$ cat src/rtl/disp_sched_pkg.sv
// Shared definitions for the dispatch scheduler: register index width, OITF defaults,
// OITF entry layout and the per-entry hazard match helper.
`ifndef MYRISCV_REGADDRBUS
`define MYRISCV_REGADDRBUS 5
`endif

package disp_sched_pkg;

  localparam int RIDX_W_DEF     = `MYRISCV_REGADDRBUS;
  localparam int OITF_DEPTH_DEF = 4;
  localparam int ITAG_W_DEF     = 2;

  typedef struct packed {
    logic                  vld;
    logic                  rdwen;
    logic [RIDX_W_DEF-1:0] rdidx;
  } oitf_entry_t;

  // x0 is hardwired to zero, so it can never create a real dependency.
  function automatic logic entry_match(input oitf_entry_t e, input logic [RIDX_W_DEF-1:0] idx);
    return e.vld & e.rdwen & (e.rdidx == idx) & (idx != '0);
  endfunction

endpackage

$ cat src/rtl/disp_oitf.sv
// Outstanding instruction track FIFO: in-order allocate/retire of long-pipe ops
// with a combinational per-entry match vector for rs1, rs2 and rd queries.
module disp_oitf
  import disp_sched_pkg::*;
#(
  parameter int OITF_DEPTH = OITF_DEPTH_DEF,
  parameter int ITAG_W     = ITAG_W_DEF,
  parameter int RIDX_W     = RIDX_W_DEF
) (
  input  logic                  clk,
  input  logic                  rst,
  input  logic                  alloc_i,
  input  logic                  alloc_rdwen_i,
  input  logic [RIDX_W-1:0]     alloc_rdidx_i,
  input  logic                  ret_i,
  input  logic [ITAG_W-1:0]     ret_itag_i,
  input  logic [RIDX_W-1:0]     q_rs1_i,
  input  logic [RIDX_W-1:0]     q_rs2_i,
  input  logic [RIDX_W-1:0]     q_rd_i,
  output logic [OITF_DEPTH-1:0] match_rs1_o,
  output logic [OITF_DEPTH-1:0] match_rs2_o,
  output logic [OITF_DEPTH-1:0] match_rd_o,
  output logic [ITAG_W-1:0]     wptr_idx_o,
  output logic                  empty_o,
  output logic                  full_o
);

  localparam int PTR_W = ITAG_W + 1;

  oitf_entry_t              entries_q [OITF_DEPTH];
  oitf_entry_t              entries_d [OITF_DEPTH];
  logic        [PTR_W-1:0]  wptr_q, wptr_d;
  logic        [PTR_W-1:0]  rptr_q, rptr_d;

  assign empty_o    = (rptr_q == wptr_q);
  assign full_o     = (rptr_q[ITAG_W-1:0] == wptr_q[ITAG_W-1:0]) &&
                      (rptr_q[ITAG_W] != wptr_q[ITAG_W]);
  assign wptr_idx_o = wptr_q[ITAG_W-1:0];

  // Alloc is never issued when full, so alloc and retire never touch the same slot.
  always_comb begin
    entries_d = entries_q;
    wptr_d    = wptr_q;
    rptr_d    = rptr_q;
    if (alloc_i) begin
      entries_d[wptr_q[ITAG_W-1:0]] = '{vld: 1'b1, rdwen: alloc_rdwen_i, rdidx: alloc_rdidx_i};
      wptr_d = wptr_q + PTR_W'(1);
    end
    if (ret_i && !empty_o) begin
      entries_d[rptr_q[ITAG_W-1:0]].vld = 1'b0;
      rptr_d = rptr_q + PTR_W'(1);
    end
  end

  always_ff @(posedge clk or posedge rst) begin
    if (rst) begin
      for (int i = 0; i < OITF_DEPTH; i++) entries_q[i] <= '0;
      wptr_q <= '0;
      rptr_q <= '0;
    end else begin
      entries_q <= entries_d;
      wptr_q    <= wptr_d;
      rptr_q    <= rptr_d;
    end
  end

  always_comb begin
    match_rs1_o = '0;
    match_rs2_o = '0;
    match_rd_o  = '0;
    for (int i = 0; i < OITF_DEPTH; i++) begin
      match_rs1_o[i] = entry_match(entries_q[i], q_rs1_i);
      match_rs2_o[i] = entry_match(entries_q[i], q_rs2_i);
      match_rd_o[i]  = entry_match(entries_q[i], q_rd_i);
    end
  end

  a_ret_not_empty: assert property (@(posedge clk) disable iff (rst) ret_i |-> !empty_o);
  a_ret_in_order:  assert property (@(posedge clk) disable iff (rst)
                     (ret_i && !empty_o) |-> (ret_itag_i == rptr_q[ITAG_W-1:0]));

endmodule

$ cat src/rtl/disp_sched.sv
// Dispatch scheduler: routes decoded instructions to ALU or long pipe, stalling
// on OITF hazards, serial ops, a full OITF or flush.
module disp_sched
  import disp_sched_pkg::*;
#(
  parameter int OITF_DEPTH = OITF_DEPTH_DEF,
  parameter int ITAG_W     = ITAG_W_DEF,
  parameter int RIDX_W     = RIDX_W_DEF
) (
  input  logic              clk,
  input  logic              rst,
  input  logic              dec_vld,
  output logic              dec_rdy,
  input  logic              dec_rs1en,
  input  logic              dec_rs2en,
  input  logic [RIDX_W-1:0] dec_rs1_idx,
  input  logic [RIDX_W-1:0] dec_rs2_idx,
  input  logic              dec_rdwen,
  input  logic [RIDX_W-1:0] dec_rdidx,
  input  logic              dec_long,
  input  logic              dec_serial,
  output logic              disp2alu_vld,
  input  logic              disp2alu_rdy,
  output logic              disp2lng_vld,
  input  logic              disp2lng_rdy,
  output logic [ITAG_W-1:0] disp2lng_itag,
  input  logic              lng_ret_vld,
  input  logic [ITAG_W-1:0] lng_ret_itag,
  input  logic              flush,
  output logic              oitf_empty,
  output logic              oitf_full
);

  logic [OITF_DEPTH-1:0] match_rs1, match_rs2, match_rd;
  logic                  hazard;
  logic                  stall;
  logic                  alloc;

  disp_oitf #(
    .OITF_DEPTH (OITF_DEPTH),
    .ITAG_W     (ITAG_W),
    .RIDX_W     (RIDX_W)
  ) u_oitf (
    .clk           (clk),
    .rst           (rst),
    .alloc_i       (alloc),
    .alloc_rdwen_i (dec_rdwen),
    .alloc_rdidx_i (dec_rdidx),
    .ret_i         (lng_ret_vld),
    .ret_itag_i    (lng_ret_itag),
    .q_rs1_i       (dec_rs1_idx),
    .q_rs2_i       (dec_rs2_idx),
    .q_rd_i        (dec_rdidx),
    .match_rs1_o   (match_rs1),
    .match_rs2_o   (match_rs2),
    .match_rd_o    (match_rd),
    .wptr_idx_o    (disp2lng_itag),
    .empty_o       (oitf_empty),
    .full_o        (oitf_full)
  );

  // Stall uses only registered OITF state, so retirement never reaches dec_rdy combinationally.
  always_comb begin
    hazard = (dec_rs1en & (|match_rs1)) |
             (dec_rs2en & (|match_rs2)) |
             (dec_rdwen & (|match_rd));
    stall  = hazard | (dec_serial & ~oitf_empty) | (dec_long & oitf_full) | flush;

    disp2alu_vld = dec_vld & ~dec_long & ~stall;
    disp2lng_vld = dec_vld &  dec_long & ~stall;
    dec_rdy      = ~stall & (dec_long ? disp2lng_rdy : disp2alu_rdy);
    alloc        = disp2lng_vld & disp2lng_rdy;
  end

endmodule
$ cat config.mk
export PLATFORM = sky130hd
export DESIGN_NAME = disp_sched
export DESIGN_NICKNAME = d
export VERILOG_FILES = /design/src/rtl/disp_sched_pkg.sv /design/src/rtl/disp_oitf.sv /design/src/rtl/disp_sched.sv
export SDC_FILE = /design/constraint.sdc
export NUM_CORES = 1
export LEC_CHECK = 0
export ABC_AREA = 1
export CAP_MARGIN = 0
export CORE_MARGIN = 2
export CORE_UTILIZATION = 45
export CTS_CLUSTER_DIAMETER = 40
export DETAILED_ROUTE_END_ITERATION = 10
export PLACE_DENSITY = 0.67
export SLEW_MARGIN = 30
export SYNTH_ARGS = -nofsm -noshare
export SYNTH_HDL_FRONTEND = slang
export SYNTH_SLANG_ARGS = --single-unit
$ cat constraint.sdc
create_clock -name clk -period 2.3 [get_ports clk]
set_clock_uncertainty 0.2 [all_clocks]
set_input_delay 0.345 -clock clk [delete_from_list [all_inputs] [get_ports clk]]
set_output_delay 0.345 -clock clk [all_outputs]
set_load 0.01 [all_outputs]
=== Word level (Yosys, flattened, before mapping) ===
Index checks and enable logic that the tools add are counted.

* Add/sub/neg operators: 2
* Multipliers: 0
* Divide/modulo/power cells: 0
* $lt $le $gt $ge: 4
* Eq/ne operators: 15
* Shift operators: 0
* Multiplexer cells: 9
* Bitwise gates (word level): 49
* Reductions and logical operators: 11

{| class="wikitable"
|+ Operators with widths
! operator !! number
|-
| $eq 5x5->1 || 12
|-
| $bwmux 28 || 2
|-
| $mux 28 || 2
|-
| $and 1x1->1 || 39
|-
| $demux 7 s2 || 2
|-
| $reduce_bool 5->1 || 3
|-
| $mux 7 || 2
|-
| $reduce_or 4->1 || 3
|-
| $add 3x1->3 const B || 2
|-
| $ge 3x3->1 const B || 2
|-
| $lt 3x1->1 const B || 2
|-
| $not 2->3 || 2
|-
| $or 1x1->1 || 5
|-
| $logic_and 1x1->1 || 4
|-
| $eq 3x3->1 || 1
|-
| $not 1->1 || 3
|-
| $eq 2x2->1 || 1
|-
| $logic_not 1->1 || 1
|-
| $mux 1 || 1
|-
| $ne 1x1->1 || 1
|}

* Flip-flop bits (word level): 34
* Bits in latches: 0
* RAM bits: 0
* ROM bits: 0
* Input port bits: 29
* Output and inout bits: 7
* Logic and storage cells: 104
* Memories: 0

=== Depth between registers and ports, before layout ===
Gate-level depths: netlist of the first run.

* Word-level depth: 16
* Mapped depth: 15
* Depth with buffers taken out: 13

=== Hierarchy ===
A second synthesis of the first run with hierarchy kept.

* Cell total of the unflattened synthesis: 383
* Area total of the unflattened synthesis: 2,628.8 µm²

{| class="wikitable"
|+ Modules (own cells, without submodules)
! module !! instances !! cells each !! area an instance (µm²) !! sequential area each (µm²)
|-
| disp_oitf || 1 || 354 || 2,514.9 || 850.8
|-
| disp_sched || 1 || 29 || 113.9 || 0.0
|}

=== Worst setup path after synthesis of the first run ===
OpenSTA, ideal clock, no wires.

* Path kind: register to output
* Start point: register u_oitf.wptr_q[2]
* End point: output disp2alu_vld
* Arrival time: 1,462 ps
* Required time: 1,755 ps
* Slack: 293 ps
* Stages on the path, launching flop included: 10
* Buffers on the path: 0
* Cell sequence: dfrtp_1 > xnor2_1 > nand3_1 > nand2_1 > nand2_1 > inv_1 > nand2_1 > nor2_4 > nand2_1 > nor2_1

* Cells in the longest elaborated chain, start to end: 8
* Elaborated cells on any way between the ends: 11
* Those cells by class: eq/ne: 2; bitwise: 8; reduce/logical: 1

{| class="wikitable"
|+ Ends and longest elaborated chain
! what !! RTL line !! text
|-
| start, declared || disp_oitf.sv:32 || <nowiki>logic [PTR_W-1:0] wptr_q, wptr_d;</nowiki>
|-
| start signal, assigned || disp_oitf.sv:62 || <nowiki>wptr_q <= wptr_d;</nowiki>
|-
| $eq 3x3->1 || disp_oitf.sv:35 || <nowiki>assign empty_o = (rptr_q == wptr_q);</nowiki>
|-
| $not 1->1 || disp_sched.sv:67 || <nowiki>stall = hazard | (dec_serial & ~oitf_empty) | (dec_long & oitf_full) | flush;</nowiki>
|-
| $and 1x1->1 || disp_sched.sv:67 ||
|-
| $or 1x1->1 || disp_sched.sv:67 ||
|-
| $or 1x1->1 (*) (2 in a row) || disp_sched.sv:67 ||
|-
| $not 1->1 (*) || disp_sched.sv:69 || <nowiki>disp2alu_vld = dec_vld & ~dec_long & ~stall;</nowiki>
|-
| $and 1x1->1 (*) || disp_sched.sv:69 ||
|-
| end, declared || disp_sched.sv:22 || <nowiki>output logic disp2alu_vld,</nowiki>
|}

Mark *: on every way between the ends. The rest lies on a longest branch, timed or not.

==> results of run 1 <==
## power by group through the flow
stage                     sequential (mW)  combinational [mW]  clock, mW
after floorplan                      1.07                1.14          0
after global placement               1.12                1.89          0
after detailed placement             1.12                1.90          0
after CTS                            1.12                2.02      0.423
after global routing                 1.17                2.34      0.457
final                                1.14                2.10      0.419
## synth_stat cells
master    number  area, um2
nand3_2        5       50.1
nand4_4        1       21.3
inv_1         42        158
a21oi_1        2       10.0
o21ai_1       10       50.1
buf_6          5       56.3
xor2_1         9       78.8
xnor2_1        4       35.0
nor3_1         2       10.0
a21oi_2        3       26.3
ha_1           8        100
o21bai_1       2       15.0
dfrtp_1       34        851
nand4_2        3       37.5
nand2_1      193        724
nand4_1        3       18.8
o21ai_0        8       40.0
nand3_1       34        170
nor2_1        62        233
nor2_4         2       22.5
buf_4          4       30.0
buf_2          1       5.00
inv_2         16       60.1
nand2_2        3       18.8
nor2_2         3       18.8
## logic make-up (layout without fill, tap and decap cells)
| group | count (synthesis) | in the layout | synth area share |
|---|---|---|---|
| simple gates | 311 | 312 | 0.467 |
| buf+inv | 68 | 153 | 0.109 |
| flops | 34 | 34 | 0.300 |
| compound gates | 25 | 25 | 0.0498 |
| xor+xnor | 13 | 13 | 0.0401 |
| fa+ha+maj | 8 | 8 | 0.0352 |
## final cells by class
type,instances,area [um2]
fillers,585,2280
multi-input cells,358,1760
flip-flops and latches,34,857
repair buffers,88,746
inverters,58,218
well taps,75,93.8
clock buffers,5,68.8
clock inverters,2,10.0
## worst paths after layout
check	slack (ns)	cells past startpoint	endpoint
setup / recovery	-0.12	11	disp2alu_vld
hold / removal	0.25	3	async pin
setup reg to reg	0.11	14	register
hold reg to reg	0.29	2	register
max in group asynchronous	1.30	3	async pin
min in group clk	0.29	2	register
## placed cells by master, fill, tap and decap left out, drive strengths merged
master / instances
a21oi: 5
clkbuf: 5
nand3: 39
dfrtp: 34
xnor2: 4
xor2: 9
dlygate4sd2: 15
o21bai: 2
nand4: 7
nor2: 68
buf: 58
nand2: 196
clkdlybuf4s50: 13
clkinv: 2
ha: 8
o21ai: 18
clkdlybuf4s15: 2
inv: 58
nor3: 2
## metrics by stage
step	instance area (um2)	total power, mW	setup WS (ns)	utilization	hold slack (ns)
after detailed placement	3500	3.02	-0.822	0.580	0.273
after global routing	3750	3.97	-0.252	0.622	0.320
final	3750	3.65	-0.122	0.622	0.249
after CTS	3650	3.56	-0.129	0.607	0.261
after global placement	3500	3.01	-0.838	0.580	0.264
after floorplan	2840	2.21	0.293	-	0.249
## repair_timing
action / 4_1_cts / 5_1_grt
endpoints found under the setup margin: 36 / 31
pin swaps: 12 / 6
buffers inserted: 8 / 5
resized for setup: 52 / 12
cloned: 1 / 0
hold buffers: 0 / 0
## routing by layer
layer / track usage / wire (um) / vias up
li1: - / - / 1579
met1: 0.329 / 3770 / 1394
met2: 0.437 / 4170 / 118
met3: 0.0417 / 565 / 29
met4: 0.113 / 314 / 0
met5: 0 / 0 / -
## worst register-to-register path, stage by stage (launching register included)
cell,delay [ns]
dfrtp_1,0.43
buf_6,0.15
xor2_1,0.15
nor2_1,0.07
nand3_1,0.07
nand2_1,0.08
nor2_1,0.11
nor2_1,0.06
nor2_2,0.15
nand3_2,0.09
buf_4,0.17
nor2_4,0.11
buf_12,0.15
nand3_1,0.07
nand2_1,0.07
==> key figures, run 1 <==
Logic synthesis
  – Post-Synthesis Cell Area: 2840 um2
  – Unique masters post-synth: 25
  – Post-synthesis net count: 496
  – Cell count after synthesis: 459
  – #FFs+latches synth: 34
  – Syn_area_per_cell: between 6 and 7 um2
  – Sequential area share after synthesis: 0.300
  – Yosys warns: 0

GRT
  – Vias in the first global route: roughly 3.0k
  – Initial antenna violation count: 0
  – Largest net degree at the start of global routing: 35
  – Overall Global Routing Usage: 0.260
  – First-pass GRT wire length: 14.4 mm
  – GR Overflow Total: 0

CTS
  – Total CTS buffers: 5
  – CTS root buf: clkbuf_8
  – CTS HTree Levels: 2
  – Clock sinks: 34
  – Clock Tree Buf Depth: 2
  – Clk Latency, worst-skew pair: 0.29 ns
  – CTS tree: yes
  – Clock slew at reported path FFs: 0.07 ns

Timing
  – Max Fclk: 413 MHz
  – Setup TNS: -0.330 ns
  – Worst Tran Pin Value: 0.447 ns
  – RSZ-0062 raised after global routing: true
  – Final worst slack: -0.122 ns
  – Headroom to the max-slew limit: 0.702
  – Slew Limit Fails: 0
  – Hold Fails Final Rpt: 0
  – Endpoints failing setup: 3
  – Period utilisation layout: 1.05
  – Post-layout min period: between 2 and 2.5 ns

Power and ir drop
  – Clock power share: 0.115
  – Seq pwr share: 0.311
  – Leakage power: 2.10 nW
  – Gate power share: 0.574
  – Sw Ratio: 0.447
  – Maximum VDD drop: 0.623 mV
  – Pwr Density: 974 nW/um2
  – Internal: 2.02 mW
  – NetSw: approximately 1.6 mW

Route
  – Post-route ant nets: 0
  – 1st-pass router iterations: 4
  – Via Count: 3120
  – Wire length per cell: 14.2 um
  – Routed wire length: 8.82 mm
  – 1st-iter DRT viols: 243
  – DRC Markers: 0
  – Vias/cell: 5.03

Floorplanning
  – Cell Rows: 28
  – Initial cell density of the core: 0.471
  – Die Y: 83.4 um
  – Core area: between 6000 and 7000 um2
  – Io pins: 36
  – Die Area: 6960 um2
  – Die Width: 83.4 um

Finish
  – Antenna Cells: 0
  – Fraction of layout cells with a size suffix above 1: 0.233
  – Post-Layout Cell Count: 620
  – Final #Nets: around 580
  – Layout Area Growth over Synthesis: 32.0%

Placed design
  – Post-Place Cells: 600
  – Port Buf Inserts: 33
  – Post-DP HPWL: 6.72 mm
  – Routability cong.: 0.924

Critical path
  – Crit-path max cell delay: 0.43 ns
  – Buf/Inv on CP: 2
  – Critical-path maximum fanout: 3
  – WP data required: 1.75 ns
  – Top delay family on crit path: simple AND/OR/NAND/NOR gates
  – Worst-path cell chain: buf_6, xor2_1, nor2_1, nand3_1, nand2_1, o21ai_2, nand2_2, nor2_4, nand2_1, nor2_1, buf_2
  – Crit path capture type: primary output
  – Data arrival, critical path: 1.88 ns
  – WS Path Type: register to primary output
  – Slowest-stage cell, CP: dfrtp_1
  – Startpoint types: register

Min path
  – Type of the most critical hold path: input port to async pin

Run
  – Max-Cap Viols: 0

Status
  – Failing checks: setup timing
  – Outcome: complete, but fails checks
Power figures use the tool's default switching activity.
==> inputs of run 2 (changes only) <==
--- a/config.mk
+++ b/config.mk
@@ -8,10 +8,10 @@
 export ABC_AREA = 1
 export CAP_MARGIN = 0
 export CORE_MARGIN = 2
-export CORE_UTILIZATION = 45
+export CORE_UTILIZATION = 56
 export CTS_CLUSTER_DIAMETER = 40
 export DETAILED_ROUTE_END_ITERATION = 10
-export PLACE_DENSITY = 0.67
+export PLACE_DENSITY = 0.81
 export SLEW_MARGIN = 30
 export SYNTH_ARGS = -nofsm -noshare
 export SYNTH_HDL_FRONTEND = slang
==> key figures, run 2 (synthesis gave the netlist of run 1 again) <==
Critical path
  – WS Path Type: input port to primary output
  – WP data required: 1.75 ns
  – Data arrival, critical path: 2.22 ns
  – Crit path capture type: primary output
  – Critical-path maximum fanout: 11
  – R2R depth: 15
  – Startpoint types: input port
  – Reg2reg setup slack: -0.38 ns
  – Reg-to-reg critical path startpoint: u_oitf.entries_q[6]$_DFF_PP0_

Timing
  – Hold Fails Final Rpt: 0
  – Period utilisation layout: 1.20
  – Slew Limit Fails: 0
  – Final worst slack: -0.460 ns
  – Worst Tran Pin Value: 0.732 ns
  – Endpoints failing setup: 35
  – Post-layout min period: 2.76 ns
  – Headroom to the max-slew limit: 0.512
  – RSZ-0062 raised after global routing: true
  – Max Fclk: 362 MHz

Finish
  – Multi-input gate area: 2070 um2
  – Antenna Cells: 0
  – Design area: 4280 um2
  – Fillcell total: 217
  – Layout Area Growth over Synthesis: 50.7%
  – Most frequent cells in the layout: 168 x nand2_1, 59 x buf_4, 54 x nor2_1
  – Sequential cell area: ~860 um2
  – Fraction of layout cells with a size suffix above 1: 0.371
  – Most common cell after layout, fill and taps aside: nand2_1
  – Final #Nets: 596

Placed design
  – Placement Cell Area: 3550 um2
  – Port Buf Inserts: 33
  – Post-DP HPWL: approximately 7.3 mm
  – Dpl ws: -0.793 ns
  – Routability cong.: 0.977

Route
  – 1st-pass router iterations: 11
  – Wire length per cell: 26.1 um
  – DRC Markers: 19
  – Routed wire length: about 16 mm
  – Via Count: 4321
  – Post-route ant nets: 0
  – Vias/cell: 6.89
  – 1st-iter DRT viols: 1186

CTS
  – Clk Latency, worst-skew pair: 0.31 ns
  – CTS tree: yes
  – CTS root buf: clkbuf_8
  – Total CTS buffers: 5
  – Clock slew at reported path FFs: 0.08 ns
  – Clock sinks: 34
  – Clock Tree Buf Depth: 2
  – CTS HTree Levels: 2
  – Post-CTS Hold Buffers: 0

GRT
  – First-pass GRT wire length: 17.9 mm
  – GR Util met3: 0.110
  – Vias in the first global route: 3515
  – GR Layer Usage met1: 0.501
  – Initial antenna violation count: 0
  – GRT busiest layer: met2
  – Overall Global Routing Usage: 0.438
  – GR Overflow Total: 0
  – Grt met2 use: 0.739
  – Largest net degree at the start of global routing: 35

Floorplanning
  – Die Width: 75.2 um
  – Core area: 4820 um2
  – Io pins: 36
  – Initial cell density of the core: 0.590
  – Die Y: 75.2 um
  – Cell Rows: 25
  – Die Area: between 5000 and 6000 um2

Power and ir drop
  – Leakage power: about 2.2 nW
  – Maximum VDD drop: 1.13 mV
  – Pwr Density: 1160 nW/um2
  – Final Power: 4.95 mW

Status
  – Failing checks: DRC, setup timing
  – Outcome: complete, but fails checks

Min path
  – Type of the most critical hold path: input port to async pin

Run
  – Max-Cap Viols: 0
-- run 2: cell count changes in the layout (fill, tap and decap cells not counted), moves of 5 or more --
cell	previous run	this run
buf_4	50	59
buf_6	3	9
nand2_1	189	168
nand2_2	7	26
nand3_1	33	8
nand3_2	6	26
nand3_4	0	5
nor2_1	59	54
nor2_4	4	9
-- run 2: metrics by stage --
| stage | utilization | cells | setup TNS, ns | hold slack, ns |
|---|---|---|---|---|
| floorplan | - | 459 | 0 | 0.249 |
| global placement | 0.737 | 599 | -14.57 | 0.262 |
| detailed placement | 0.737 | 599 | -15.90 | 0.270 |
| CTS | 0.783 | 615 | -1.12 | 0.288 |
| global route | 0.889 | 627 | -10.15 | 0.326 |
| finish | 0.889 | 627 | -11.04 | 0.288 |
-- run 2: routing by layer --
layer	routed length, um	part of all wire	up-vias
met5	0	0	-
met4	2010	0.12	0
met3	2860	0.17	260
met2	6490	0.40	577
met1	5020	0.31	1881
li1	-	-	1603
-- run 2: worst max-delay path, cell delays in order --
cell	delay [ns]
clkdlybuf4s15_1	0.54
nand2_1	0.20
nand2_1	0.14
nor2_1	0.07
nand3_1	0.10
nand2_2	0.10
o21ai_2	0.16
nand2_2	0.11
nor2_4	0.11
nand2_1	0.08
nor2_1	0.12
buf_2	0.15
-- run 2: cell type report --
cell class,count,area share
multi-input cells,357,0.485
clock inverters,2,0.0140
clock buffers,6,0.0193
well taps,67,0.0196
flip-flops and latches,34,0.201
inverters,58,0.0509
repair buffers,103,0.210
-- run 2: power by group --
part | leakage (nW) | internal (mW) | switching (mW) | total (mW)
clock | 0.0714 | 0.463 | 0.283 | 0.746
sequential | 0.433 | 0.863 | 0.368 | 1.23
combinational | 1.74 | 1.14 | 1.84 | 2.98
total | 2.24 | 2.46 | 2.49 | 4.95
-- run 2: timing repair --
action,CTS,global route
endpoints found under the setup margin,36,34
gates cloned,0,3
buffers inserted,8,11
pin swaps,12,54
hold endpoints to repair,0,0
gates resized for setup,50,106
-- run 2: worst max path at each step --
stage / from / end / slack [ns] / cells past startpoint
floorplan: u_oitf.wptr_q[2]$_DFFE_PP0N_ / disp2alu_vld / 0.29 / 9
global placement: dec_rdidx[0] / disp2alu_vld / -0.77 / 12
detailed placement: dec_rdidx[0] / disp2alu_vld / -0.79 / 12
CTS: register / disp2alu_vld / -0.10 / 11
global route: u_oitf.entries_q[6]$_DFF_PP0_ / disp2alu_vld / -0.49 / 12
finish: dec_rdidx[0] / disp2alu_vld / -0.46 / 12
==> inputs of run 3 (changes only) <==
--- a/config.mk
+++ b/config.mk
@@ -11,6 +11,7 @@
 export CORE_UTILIZATION = 56
 export CTS_CLUSTER_DIAMETER = 40
 export DETAILED_ROUTE_END_ITERATION = 10
+export GPL_ROUTABILITY_DRIVEN = 0
 export PLACE_DENSITY = 0.81
 export SLEW_MARGIN = 30
 export SYNTH_ARGS = -nofsm -noshare
==> key figures, run 3 (synthesis gave the netlist of run 1 again) <==
Timing
  – Final worst slack: -0.143 ns
  – Worst hold margin: 0.247 ns
  – Endpoints failing setup: 3
  – Headroom to the max-slew limit: 0.683
  – Period utilisation layout: 1.06
  – Slew Limit Fails: 0
  – Max Fclk: 409 MHz
  – Hold Fails Final Rpt: 0
  – RSZ-0062 raised after global routing: true
  – Worst Tran Pin Value: around 0.48 ns
  – Post-layout min period: 2.44 ns

CTS
  – CTS HTree Levels: 2
  – Post-CTS Hold Buffers: 0
  – Clk Latency, worst-skew pair: 0.28 ns
  – Clock Tree Buf Depth: 2
  – Total CTS buffers: 5
  – CTS root buf: clkbuf_8
  – Clock slew at reported path FFs: about 0.070 ns
  – CTS tree: yes
  – Clock sinks: 34

Route
  – Routed wire length: 9.03 mm
  – Wire length per cell: 14.7 um
  – DRC Markers: 0
  – 1st-iter DRT viols: ~340
  – Post-route ant nets: 0
  – 1st-pass router iterations: 5
  – Vias/cell: 5.47
  – Via Count: 3367

GRT
  – Overall Global Routing Usage: 0.339
  – Initial antenna violation count: 0
  – Largest net degree at the start of global routing: 35
  – Vias in the first global route: 3144
  – First-pass GRT wire length: 14.2 mm
  – GR Overflow Total: 0

Floorplanning
  – Initial cell density of the core: 0.590
  – Core area: around 4800 um2
  – Io pins: 36
  – Cell Rows: 25
  – Die Y: 75.2 um
  – Die Width: ~75 um
  – Die Area: roughly 5700 um2

Finish
  – Fillcell total: 370
  – Design area: approximately 3900 um2
  – Fraction of layout cells with a size suffix above 1: 0.283
  – Post-Layout Cell Count: slightly above 600
  – Most common cell after layout, fill and taps aside: nand2_1
  – Final #Nets: 585
  – Antenna Cells: 0
  – Most frequent cells in the layout: 177 x nand2_1, 56 x nor2_1, 53 x buf_4
  – Layout Area Growth over Synthesis: 36.0%

Power and ir drop
  – Pwr Density: 1030 nW/um2
  – Leakage power: 2.15 nW
  – Maximum VDD drop: approximately 1.1 mV

Critical path
  – Slowest-stage cell, CP: dfrtp_1
  – Crit-path max cell delay: 0.43 ns
  – Reg2reg setup slack: 0.05 ns
  – WP data required: 1.75 ns
  – Critical-path maximum fanout: 3
  – Worst-path cell chain: inv_2, nand2_1, o21ai_1, nor2_1, nand3_2, nand2_2, o21bai_1, nand2_2, nor2_4, nand2_1, nor2_1, buf_2
  – R2R depth: 13
  – Startpoint types: register
  – WS Path Type: register to primary output
  – Crit path capture type: primary output
  – Data arrival, critical path: 1.90 ns
  – Reg2reg end: u_oitf.wptr_q[2]$_DFFE_PP0N_

Placed design
  – Port Buf Inserts: 33
  – Dpl ws: -0.812 ns
  – Post-Place Cells: 591
  – Post-DP HPWL: 6.63 mm
  – Placement Cell Area: 3490 um2

Min path
  – Type of the most critical hold path: input port to async pin

Run
  – Max-Cap Viols: 0

Status
  – Outcome: complete, but fails checks
  – Failing checks: setup timing
[run 3: power breakdown]
| group | total [mW] | internal (mW) | switching, mW |
|---|---|---|---|
| combinational | 2.28 | 1.04 | 1.24 |
| clock | 0.555 | 0.347 | 0.208 |
| sequential | 1.16 | 0.866 | 0.290 |
[run 3: stage by stage]
stage,TNS (ns),util,power [mW]
6_report,-0.256,0.802,3.99
5_1_grt,-0.664,0.802,4.27
4_1_cts,-0.121,0.763,3.70
3_5_place_dp,-16.69,0.725,3.02
3_3_place_gp,-14.85,0.725,2.95
2_1_floorplan,0,-,2.21
[run 3: layer usage]
| metal | up-vias | share of wire | global-route usage |
|---|---|---|---|
| li1 | 1588 | - | - |
| met1 | 1522 | 0.38 | 0.387 |
| met2 | 207 | 0.49 | 0.594 |
| met4 | 0 | 0.054 | 0.183 |
| met3 | 50 | 0.078 | 0.0710 |
| met5 | - | 0 | 0 |
[run 3: worst max-delay path, delay by kind of cell (launching register included)]
family	cells	cell delay (ns)
compound gates	2	0.30
simple gates	8	0.66
flops	1	0.43
buf+inv	2	0.23
[run 3: repair_timing]
item,4_1_cts,5_1_grt
pin swaps,11,22
setup buffers,9,9
resized for setup,49,50
setup endpoints to repair,36,35
gates cloned,0,0
hold endpoints to repair,0,0
[run 3: layout make-up]
type	count	area [um2]	area share
Clock buffer	6	82.6	0.0214
Multi-Input combinational cell	357	1810	0.469
Inverter	58	218	0.0564
Sequential cell	34	862	0.223
Clock inverter	1	30.0	0.00777
Tap cell	67	83.8	0.0217
Timing Repair Buffer	92	774	0.201
[run 3: worst max path at each step]
stage	to	slack (ns)	cells after the start
after floorplan	disp2alu_vld	0.29	9
after global placement	disp2alu_vld	-0.77	12
after detailed placement	disp2alu_vld	-0.81	12
after CTS	disp2alu_vld	-0.07	12
after global routing	disp2alu_vld	-0.23	12
final	disp2alu_vld	-0.14	12
